$ cat config.mk
export PLATFORM = sky130hd
export DESIGN_NAME = atm_session_ctrl_flat
export DESIGN_NICKNAME = d
export VERILOG_FILES = /design/src/rtl/atm_session_ctrl_pkg.sv /design/src/rtl/atm_session_ctrl_if.sv /design/src/rtl/atm_session_ctrl_idle_timer.sv /design/src/rtl/atm_session_ctrl.sv /design/src/flat_wrapper.sv
export SDC_FILE = /design/constraint.sdc
export NUM_CORES = 1
export LEC_CHECK = 0
export CAP_MARGIN = 10
export CORE_UTILIZATION = 50
export DETAILED_ROUTE_END_ITERATION = 16
export PLACE_DENSITY = 0.73
export SLEW_MARGIN = 15
export SYNTH_ARGS = -nofsm -noshare
export SYNTH_HDL_FRONTEND = slang
export SYNTH_SLANG_ARGS = --single-unit
$ cat constraint.sdc
create_clock -name clk -period 5.4 [get_ports clk]
set_input_delay 1.08 -clock clk [delete_from_list [all_inputs] [get_ports clk]]
set_output_delay 1.08 -clock clk [all_outputs]
set_load 0.02 [all_outputs]
$ cat src/rtl/atm_session_ctrl_pkg.sv
// Shared types and constants for the ATM session sequencer: state encodings,
// menu operation codes and field widths.
package atm_session_ctrl_pkg;

  localparam int ACC_W = 4;
  localparam int OP_W  = 3;
  localparam int TRY_W = 3;

  typedef enum logic [2:0] {
    ST_IDLE  = 3'd0,
    ST_PIN   = 3'd1,
    ST_MENU  = 3'd2,
    ST_BUSY  = 3'd3,
    ST_EJECT = 3'd4
  } state_e;

  localparam logic [OP_W-1:0] OP_EXIT       = 3'd0;
  localparam logic [OP_W-1:0] OP_BALANCE    = 3'd1;
  localparam logic [OP_W-1:0] OP_WITHDRAW   = 3'd2;
  localparam logic [OP_W-1:0] OP_DEPOSIT    = 3'd3;
  localparam logic [OP_W-1:0] OP_CHANGE_PIN = 3'd4;

  // True for the operations that are forwarded to the transaction core.
  function automatic logic is_core_op(input logic [OP_W-1:0] op);
    logic r;
    r = 1'b0;
    case (op)
      OP_BALANCE, OP_WITHDRAW, OP_DEPOSIT, OP_CHANGE_PIN: r = 1'b1;
      default: r = 1'b0;
    endcase
    return r;
  endfunction

endpackage

$ cat src/rtl/atm_session_ctrl_if.sv
// Terminal-side and core-side signals of the session sequencer. The slave
// modport is the sequencer; the master modport is front end plus core.
interface atm_session_ctrl_if;
  import atm_session_ctrl_pkg::*;

  logic             card_in;
  logic [ACC_W-1:0] acc_num;
  logic             pin_valid;
  logic             pin_ok;
  logic             op_valid;
  logic [OP_W-1:0]  op_code;
  logic             op_ready;
  logic             core_req;
  logic [OP_W-1:0]  core_op;
  logic [ACC_W-1:0] core_acc;
  logic             core_done;
  logic             core_err;
  logic [2:0]       current_state;
  logic             last_err;
  logic             eject;
  logic             timeout;
  logic             acc_locked;
  logic             bad_op;

  modport master (
    output card_in, acc_num, pin_valid, pin_ok, op_valid, op_code,
           core_done, core_err,
    input  op_ready, core_req, core_op, core_acc, current_state,
           last_err, eject, timeout, acc_locked, bad_op
  );

  modport slave (
    input  card_in, acc_num, pin_valid, pin_ok, op_valid, op_code,
           core_done, core_err,
    output op_ready, core_req, core_op, core_acc, current_state,
           last_err, eject, timeout, acc_locked, bad_op
  );

endinterface

$ cat src/rtl/atm_session_ctrl_idle_timer.sv
// Inactivity counter: counts while enabled, restarts on clr, and flags
// expire on the cycle the count sits at TIMEOUT_CYC-1.
module atm_session_ctrl_idle_timer #(
  parameter int TIMEOUT_CYC = 1000
) (
  input  logic clk,
  input  logic rst_n,
  input  logic clr,
  input  logic en,
  output logic expire
);

  localparam int CW = $clog2(TIMEOUT_CYC);

  logic [CW-1:0] count_q, count_d;

  assign expire = en && (count_q == CW'(TIMEOUT_CYC - 1));

  // Holds at the terminal count so a stalled consumer never sees a wrap.
  always_comb begin
    count_d = count_q;
    if (clr) begin
      count_d = '0;
    end else if (en && !expire) begin
      count_d = count_q + CW'(1);
    end
  end

  always_ff @(posedge clk) begin
    if (!rst_n) begin
      count_q <= '0;
    end else begin
      count_q <= count_d;
    end
  end

endmodule

$ cat src/rtl/atm_session_ctrl.sv
// Session sequencer between the terminal front end and the ATM transaction
// core: card/PIN handling with per-account lockout, menu dispatch, idle eject.
module atm_session_ctrl
  import atm_session_ctrl_pkg::*;
#(
  parameter int MAX_TRIES   = 3,
  parameter int TIMEOUT_CYC = 1000,
  parameter int NUM_ACC     = 16
) (
  input logic               clk,
  input logic               rst_n,
  atm_session_ctrl_if.slave bus
);

  state_e             state_q, state_d;
  logic [ACC_W-1:0]   acc_q, acc_d;
  logic [TRY_W-1:0]   tries_q, tries_d;
  logic [TRY_W-1:0]   tries_inc;
  logic [NUM_ACC-1:0] lock_q, lock_d;
  logic [OP_W-1:0]    op_q, op_d;
  logic               last_err_q, last_err_d;
  logic               card_gone_q, card_gone_d;
  logic               timeout_q, timeout_d;
  logic               acc_locked_q, acc_locked_d;
  logic               bad_op_q, bad_op_d;
  logic               eject_q, op_ready_q, core_req_q;
  logic               timer_clr, timer_en, timer_expire;

  assign tries_inc = tries_q + TRY_W'(1);

  assign timer_en  = (state_q == ST_PIN) || (state_q == ST_MENU);
  assign timer_clr = (state_d != state_q) || bus.pin_valid || bus.op_valid;

  atm_session_ctrl_idle_timer #(
    .TIMEOUT_CYC (TIMEOUT_CYC)
  ) u_idle_timer (
    .clk    (clk),
    .rst_n  (rst_n),
    .clr    (timer_clr),
    .en     (timer_en),
    .expire (timer_expire)
  );

  always_comb begin
    state_d      = state_q;
    acc_d        = acc_q;
    tries_d      = tries_q;
    lock_d       = lock_q;
    op_d         = op_q;
    last_err_d   = last_err_q;
    card_gone_d  = card_gone_q;
    timeout_d    = 1'b0;
    acc_locked_d = 1'b0;
    bad_op_d     = 1'b0;

    case (state_q)
      ST_IDLE: begin
        if (bus.card_in) begin
          if (lock_q[bus.acc_num]) begin
            acc_locked_d = 1'b1;
            state_d      = ST_EJECT;
          end else begin
            acc_d      = bus.acc_num;
            tries_d    = '0;
            last_err_d = 1'b0;
            state_d    = ST_PIN;
          end
        end
      end

      ST_PIN: begin
        if (!bus.card_in) begin
          state_d = ST_EJECT;
        end else if (bus.pin_valid) begin
          if (bus.pin_ok) begin
            state_d = ST_MENU;
          end else begin
            tries_d = tries_inc;
            if (tries_inc == TRY_W'(MAX_TRIES)) begin
              lock_d[acc_q] = 1'b1;
              acc_locked_d  = 1'b1;
              state_d       = ST_EJECT;
            end
          end
        end else if (timer_expire) begin
          timeout_d = 1'b1;
          state_d   = ST_EJECT;
        end
      end

      ST_MENU: begin
        if (!bus.card_in) begin
          state_d = ST_EJECT;
        end else if (bus.op_valid) begin
          if (bus.op_code == OP_EXIT) begin
            state_d = ST_EJECT;
          end else if (is_core_op(bus.op_code)) begin
            op_d        = bus.op_code;
            card_gone_d = 1'b0;
            state_d     = ST_BUSY;
          end else begin
            bad_op_d = 1'b1;
          end
        end else if (timer_expire) begin
          timeout_d = 1'b1;
          state_d   = ST_EJECT;
        end
      end

      // The core transaction always runs to completion; a pulled card is
      // only remembered and acted on once core_done arrives.
      ST_BUSY: begin
        if (!bus.card_in) begin
          card_gone_d = 1'b1;
        end
        if (bus.core_done) begin
          last_err_d = bus.core_err;
          state_d    = (card_gone_q || !bus.card_in) ? ST_EJECT : ST_MENU;
        end
      end

      ST_EJECT: begin
        if (!bus.card_in) begin
          state_d = ST_IDLE;
        end
      end

      default: state_d = ST_IDLE;
    endcase
  end

  always_ff @(posedge clk) begin
    if (!rst_n) begin
      state_q      <= ST_IDLE;
      acc_q        <= '0;
      tries_q      <= '0;
      lock_q       <= '0;
      op_q         <= '0;
      last_err_q   <= 1'b0;
      card_gone_q  <= 1'b0;
      timeout_q    <= 1'b0;
      acc_locked_q <= 1'b0;
      bad_op_q     <= 1'b0;
      eject_q      <= 1'b0;
      op_ready_q   <= 1'b0;
      core_req_q   <= 1'b0;
    end else begin
      state_q      <= state_d;
      acc_q        <= acc_d;
      tries_q      <= tries_d;
      lock_q       <= lock_d;
      op_q         <= op_d;
      last_err_q   <= last_err_d;
      card_gone_q  <= card_gone_d;
      timeout_q    <= timeout_d;
      acc_locked_q <= acc_locked_d;
      bad_op_q     <= bad_op_d;
      eject_q      <= (state_d == ST_EJECT) && (state_q != ST_EJECT);
      op_ready_q   <= (state_d == ST_MENU);
      core_req_q   <= (state_d == ST_BUSY);
    end
  end

  assign bus.current_state = state_q;
  assign bus.op_ready      = op_ready_q;
  assign bus.core_req      = core_req_q;
  assign bus.core_op       = op_q;
  assign bus.core_acc      = acc_q;
  assign bus.last_err      = last_err_q;
  assign bus.eject         = eject_q;
  assign bus.timeout       = timeout_q;
  assign bus.acc_locked    = acc_locked_q;
  assign bus.bad_op        = bad_op_q;

endmodule
$ cat src/flat_wrapper.sv
// flat-port wrapper written by rule: the top's interface ports become plain ports
module atm_session_ctrl_flat import atm_session_ctrl_pkg::*;
#(
  parameter int MAX_TRIES   = 3,
  parameter int TIMEOUT_CYC = 1000,
  parameter int NUM_ACC     = 16
)
  (clk, rst_n, bus_card_in, bus_acc_num, bus_pin_valid, bus_pin_ok, bus_op_valid, bus_op_code, bus_core_done, bus_core_err, bus_op_ready, bus_core_req, bus_core_op, bus_core_acc, bus_current_state, bus_last_err, bus_eject, bus_timeout, bus_acc_locked, bus_bad_op);
  atm_session_ctrl_if bus_i ();
  input logic clk;
  input logic rst_n;
  input wire logic [$bits(bus_i.card_in)-1:0] bus_card_in;
  input wire logic [$bits(bus_i.acc_num)-1:0] bus_acc_num;
  input wire logic [$bits(bus_i.pin_valid)-1:0] bus_pin_valid;
  input wire logic [$bits(bus_i.pin_ok)-1:0] bus_pin_ok;
  input wire logic [$bits(bus_i.op_valid)-1:0] bus_op_valid;
  input wire logic [$bits(bus_i.op_code)-1:0] bus_op_code;
  input wire logic [$bits(bus_i.core_done)-1:0] bus_core_done;
  input wire logic [$bits(bus_i.core_err)-1:0] bus_core_err;
  output wire logic [$bits(bus_i.op_ready)-1:0] bus_op_ready;
  output wire logic [$bits(bus_i.core_req)-1:0] bus_core_req;
  output wire logic [$bits(bus_i.core_op)-1:0] bus_core_op;
  output wire logic [$bits(bus_i.core_acc)-1:0] bus_core_acc;
  output wire logic [$bits(bus_i.current_state)-1:0] bus_current_state;
  output wire logic [$bits(bus_i.last_err)-1:0] bus_last_err;
  output wire logic [$bits(bus_i.eject)-1:0] bus_eject;
  output wire logic [$bits(bus_i.timeout)-1:0] bus_timeout;
  output wire logic [$bits(bus_i.acc_locked)-1:0] bus_acc_locked;
  output wire logic [$bits(bus_i.bad_op)-1:0] bus_bad_op;
  assign bus_i.card_in = bus_card_in;
  assign bus_i.acc_num = bus_acc_num;
  assign bus_i.pin_valid = bus_pin_valid;
  assign bus_i.pin_ok = bus_pin_ok;
  assign bus_i.op_valid = bus_op_valid;
  assign bus_i.op_code = bus_op_code;
  assign bus_i.core_done = bus_core_done;
  assign bus_i.core_err = bus_core_err;
  assign bus_op_ready = bus_i.op_ready;
  assign bus_core_req = bus_i.core_req;
  assign bus_core_op = bus_i.core_op;
  assign bus_core_acc = bus_i.core_acc;
  assign bus_current_state = bus_i.current_state;
  assign bus_last_err = bus_i.last_err;
  assign bus_eject = bus_i.eject;
  assign bus_timeout = bus_i.timeout;
  assign bus_acc_locked = bus_i.acc_locked;
  assign bus_bad_op = bus_i.bad_op;
  atm_session_ctrl #(.MAX_TRIES(MAX_TRIES), .TIMEOUT_CYC(TIMEOUT_CYC), .NUM_ACC(NUM_ACC)) u_core (.clk(clk), .rst_n(rst_n), .bus(bus_i));
endmodule
---- Yosys cells after proc, flatten, opt, wreduce, memory -nomap -nowiden ----
Cells that the tools add are included.
W data, S select, Z words.
storage, ports and cells
  bits in registers ....................... 47
  latch bits .............................. 0
  bits in writable memories ............... 0
  memory bits (read-only) ................. 0
  bits of input ports ..................... 15
  memories kept ........................... 0
operators by class
  $add $sub $neg .......................... 2
  $mul .................................... 0
  div/mod/pow operators ................... 0
  order comparisons ....................... 3
  equal/unequal tests ..................... 26
  shift operators ......................... 0
  multiplexer cells ....................... 54
  bitwise logic cells ..................... 8
  reduce and logical (&&, ||, !) cells .... 24
operators by type and width
  kind                     count
  $mux W3                  19
  $mux W1                  27
  $ne A2 B2 Y1 const B     11
  $eq A3 B2 Y1 const B     7
  $or A16 B16 Y16          1
  $pmux W3 S5              1
  $reduce_and A6 Y1        2
  $add A10 B1 Y10 const B  1
  $eq A10 B10 Y1 const B   1
  $lt A4 B5 Y1 const B     2
  $reduce_and A5 Y1        2
  $eq A3 B3 Y1 const B     3
  $pmux W1 S2              4
  $not A1 Y1               7
  $eq A3 B1 Y1 const B     2
  $logic_not A3 Y1         2
  $pmux W3 S2              1
  $reduce_bool A2 Y1       3
  $reduce_or A5 Y1         1
  $bmux W1 S4              1
  $demux W1 S4             1
  $ge A4 B1 Y1 const B     1
  $logic_and A1 B1 Y1      4
  $logic_or A1 B1 Y1       4
  other kinds (8)          9

---- Logic depth before layout (Yosys ltp) ----
  depth in word-level cells ............... 16
  depth in mapped cells ................... 8

---- Modules after synthesis ----
From an unflattened synthesis, not the netlist that was laid out.
second synthesis, totals
  cell total of the unflattened synthesis .. 279
  area total of the unflattened synthesis .. 2414.8 um^2
modules (own cells, without submodules)
  module                       instances  cells each  area an instance (um^2)  sequential area each (um^2)
  atm_session_ctrl             1          214         1839.3                   740.7
  atm_session_ctrl_idle_timer  1          65          575.6                    200.2

---- Worst setup path after synthesis ----
Ideal clock, no wire load.
  path type ............................... input -> register
  from .................................... input port bus_acc_num[2]
  to ...................................... register u_core.tries_q[2]
  library setup time ...................... 0.117 ns
  data arrival time ....................... 2.617 ns
  data required time ...................... 5.283 ns
  setup slack ............................. 2.667 ns
  stages on the path ...................... 7
  path buffers ............................ 1
  cells stage by stage .................... buf_6 mux2i_1 mux4_1 a2bb2oi_2 a32oi_1 a32oi_1 nand2_1
on the way
  cells in the longest elaborated chain, start to end .. 4
ends and longest elaborated chain
  item                                line                     text
  start, declared                     flat_wrapper.sv:13       input wire logic [$bits(bus_i.acc_num)-1:0] bus_acc_num;
  $bmux W1 S4                         atm_session_ctrl.sv:59   if (lock_q[bus.acc_num]) begin
  $mux W1 (not written as such)       atm_session_ctrl.sv:59
  $ne A2 B2 Y1 (no source line)       --
  $reduce_and A6 Y1 (no source line)  --
  end signal, assigned                atm_session_ctrl.sv:150  tries_q <= tries_d;
  end, declared                       atm_session_ctrl.sv:17   logic [TRY_W-1:0] tries_q, tries_d;
Every way passes these cells. The select of a mux whose other input is x is not followed.
A chain may end at the register's enable or synchronous reset.

---- Worst setup path in the final report ----
Ends and elaborated chain as after synthesis.

==> impl_metrics.py <==
metrics = {
    "clocking": {
        "postCtsResizedCells": 0,
        "ctsRootBufferMaster": "clkbuf_8",
        "tritoncts": "done",
        "insertion_delay_ps": 300,
        "path_clk_slew_ps": 80,
        "cts_sinks": 47,
        "cts_setup_buffers": 0,
        "hold_buffers": 0,
        "cts_buffers": 5,
        "cts.htree.levels": 2,
        "clockBufferDepth": 2,
    },
    "logic_synthesis": {
        "synthFlopType": "dfxtp_1",
        "synth_cells": 273,
        "synth_seq_cells": 47,
        "yosys.area_share.xor_xnor_pct": 3.97,
        "ys_warn_count": 0,
        "ys_seq_area_share_pct": 38.7,
        "synth_top_family_by_area": "simple AND/OR/NAND/NOR gates",
        "synthMuxAreaShare_pct": 7.83,
        "synth_nets": 291,
        "avgSynthCellArea_um2": 8.90,
        "synth_compound_area_share_pct": 15.3,
        "synthArstFlopShare_pct": 0,
        "synth-simple-area-share_pct": 28.5,
        "syn-cell-area_um2": 2430,
        "synth-adder-area-share_pct": 1.55,
        "synth.distinct_cells": 50,
        "synth-edff-count": 0,
    },
    "global_route": {
        "antenna_found_initial": 0,
        "grt_max_degree": 38,
        "grt_pass1_vias": 1810,
        "grt_overflow_total": 0,
        "track_usage_pct": 20.7,
        "grt_pass1_wl_mm": 8.26,
    },
    "cells_and_area": {
        "layout_commonest_cell": "dfxtp_1",
        "diodes": 0,
        "fillers": 418,
        "most-common-layout-cells": "47 x dfxtp_1, 34 x nor2_1, 31 x clkdlybuf4s50_1",
        "layout.nets": 318,
        "syn_to_final_growth_pct": 17.0,
        "drive_gt1_share_pct": 5.00,
    },
    "worst_setup_path": {
        "path_max_fanout": 9,
        "required_ps": 5600,
        "cp-end-kind": "flip-flop",
        "arrival_ps": 3410,
        "critical_path_class": "input pin to flip-flop",
        "start_kind": "input pin",
    },
    "timing": {
        "setup-violations-final": 0,
        "fin_crit_sh_pct": 59.4,
        "final_max_slew_viol_count": 0,
        "hold_viol": 0,
        "worstMarginPinSlew_ps": 564,
        "rsz0062_at_grt": "no",
        "post-route-min-period_ps": 3210,
        "slew_headroom_pct": 62.3,
        "skew_ps": 4.28,
        "timing.setup.tns_ps": 0,
        "timing.fmax_ghz": 0.312,
        "holdWs_ps": 471,
    },
    "place": {
        "port_buffers": 31,
        "place_hpwl_mm": 3.64,
        "gp_congestion": 0.833,
    },
    "power_and_ir_drop": {
        "ir_drop_mv": 0.167,
        "combPwrFrac_pct": 12.6,
        "swShare_pct": 24.4,
        "leakage_nw": 1.06,
        "p_per_area_nw_per_um2": 246,
        "power_frac_seq_pct": 52.1,
        "clkPwrFrac_pct": 35.3,
        "p_int_uw": 528,
        "p_switching_uw": 171,
    },
    "floorplan": {
        "top_level_ports": 32,
        "num_rows": 24,
        "die_w_um": 71.7,
        "die-area_um2": 5140,
        "core_um2": 4500,
        "start_util_pct": 53.9,
        "die_h_um": 71.7,
    },
    "outcome": {
        "run_status": "complete, no violations",
    },
    "route": {
        "drc": 0,
        "wirelength_mm": 5.01,
        "dr.pass1.iters": 4,
        "avgViaCountPerCell": 5.76,
        "dr.first_iter.drc_count": 150,
        "ant_nets": 0,
        "vias": 2028,
        "wl_per_cell_um": 14.2,
    },
    "flow_run": {
        "cap_violations": 0,
    },
    "min_path": {
        "hp-class": "flip-flop to flip-flop",
    },
}
[power by group through the flow]
stage	registers [mW]	clock network (mW)	logic, mW
floorplan	0.369	0	0.0593
global placement	0.373	0	0.0874
detailed placement	0.372	0	0.0882
CTS	0.364	0.253	0.0883
global route	0.366	0.266	0.0958
finish	0.364	0.247	0.0881
[final timing paths]
| path | from | to | slack, ps | depth (start not counted) |
|---|---|---|---|---|
| setup / recovery | bus_acc_num[2] | u_core.tries_q[2] | 2190 | 7 |
| hold / removal | u_core.tries_q[2] | u_core.tries_q[2] | 470 | 2 |
| setup reg to reg | u_core.bus.current_state[0] | u_core.u_idle_timer.count_q[3] | 3110 | 6 |
| hold reg to reg | u_core.tries_q[2] | u_core.tries_q[2] | 470 | 2 |
[stage by stage]
stage | std cells | power [mW] | worst slack (ps) | instance area (um2) | util, %
after floorplan | 273 | 0.429 | 2670 | 2430 | -
after global placement | 345 | 0.460 | 1920 | 2740 | 60.8
after detailed placement | 345 | 0.461 | 1860 | 2740 | 60.8
after CTS | 352 | 0.706 | 2200 | 2840 | 63.1
after global routing | 352 | 0.727 | 2050 | 2840 | 63.1
final | 352 | 0.700 | 2190 | 2840 | 63.1
[critical path: stages]
cell             delay (ps)
clkdlybuf4s50_1         670
mux2i_1                 120
mux4_1                  590
a2bb2oi_2               510
a32oi_1                 180
a32oi_1                 200
nand2_1                  60
[Yosys cell counts, drive strengths merged (2+ instances only)]
cell type,number,area [um2]
a211oi,2,15.0
a21boi,2,15.0
a21oi,14,73.8
a31oi,3,18.8
a32oi,2,17.5
and2,3,18.8
and3,6,37.5
and3b,3,26.3
and4,2,17.5
buf,5,46.3
clkbuf,7,26.3
dfxtp,47,941
ha,3,37.5
inv,7,26.3
mux2i,10,100
mux4,3,78.8
nand2,16,60.1
nand2b,5,31.3
nand3,12,60.1
nand3b,4,30.0
nand4,6,52.6
nor2,34,128
nor2b,14,87.6
nor3,7,35.0
nor3b,4,30.0
nor4,2,12.5
o21a,12,90.1
o21ai,10,50.1
o2bb2ai,2,23.8
or3,2,12.5
xnor2,4,35.0
xor2,7,61.3
[area by class of cell]
class / instances / area, um2 / area share, %
timing repair buffer: 32 / 318 / 11.2
inverter: 7 / 26.3 / 0.925
multi-input combinational: 207 / 1390 / 48.9
tap: 52 / 65.1 / 2.29
clock inverter: 1 / 30.0 / 1.06
sequential: 47 / 941 / 33.1
clock buffer: 6 / 72.6 / 2.55
[state kept, by name (all words and copies together) (netlist names), 3 cells and up]
| signal | count |
|---|---|
| u_core.tries_q | 3 |
| u_core.lock_q | 16 |
| u_core.u_idle_timer.count_q | 10 |
| u_core.bus.core_acc | 4 |
| u_core.bus.current_state | 3 |
| u_core.bus.core_op | 3 |
[cells by family after synthesis]
kind of cell    count (synthesis)
compound gates                 53
mux                            14
flops                          47
buf+inv                        19
xor+xnor                       11
fa+ha+maj                       3
simple gates                  126
[per-layer routing]
layer	track usage (%)	up-vias	routed length [um]
met5	0	-	0
li1	-	1020	-
met3	4.08	10	226
met1	26.1	947	2300
met2	34.5	51	2400
met4	8.71	0	93
Power figures use the tool's default switching activity.
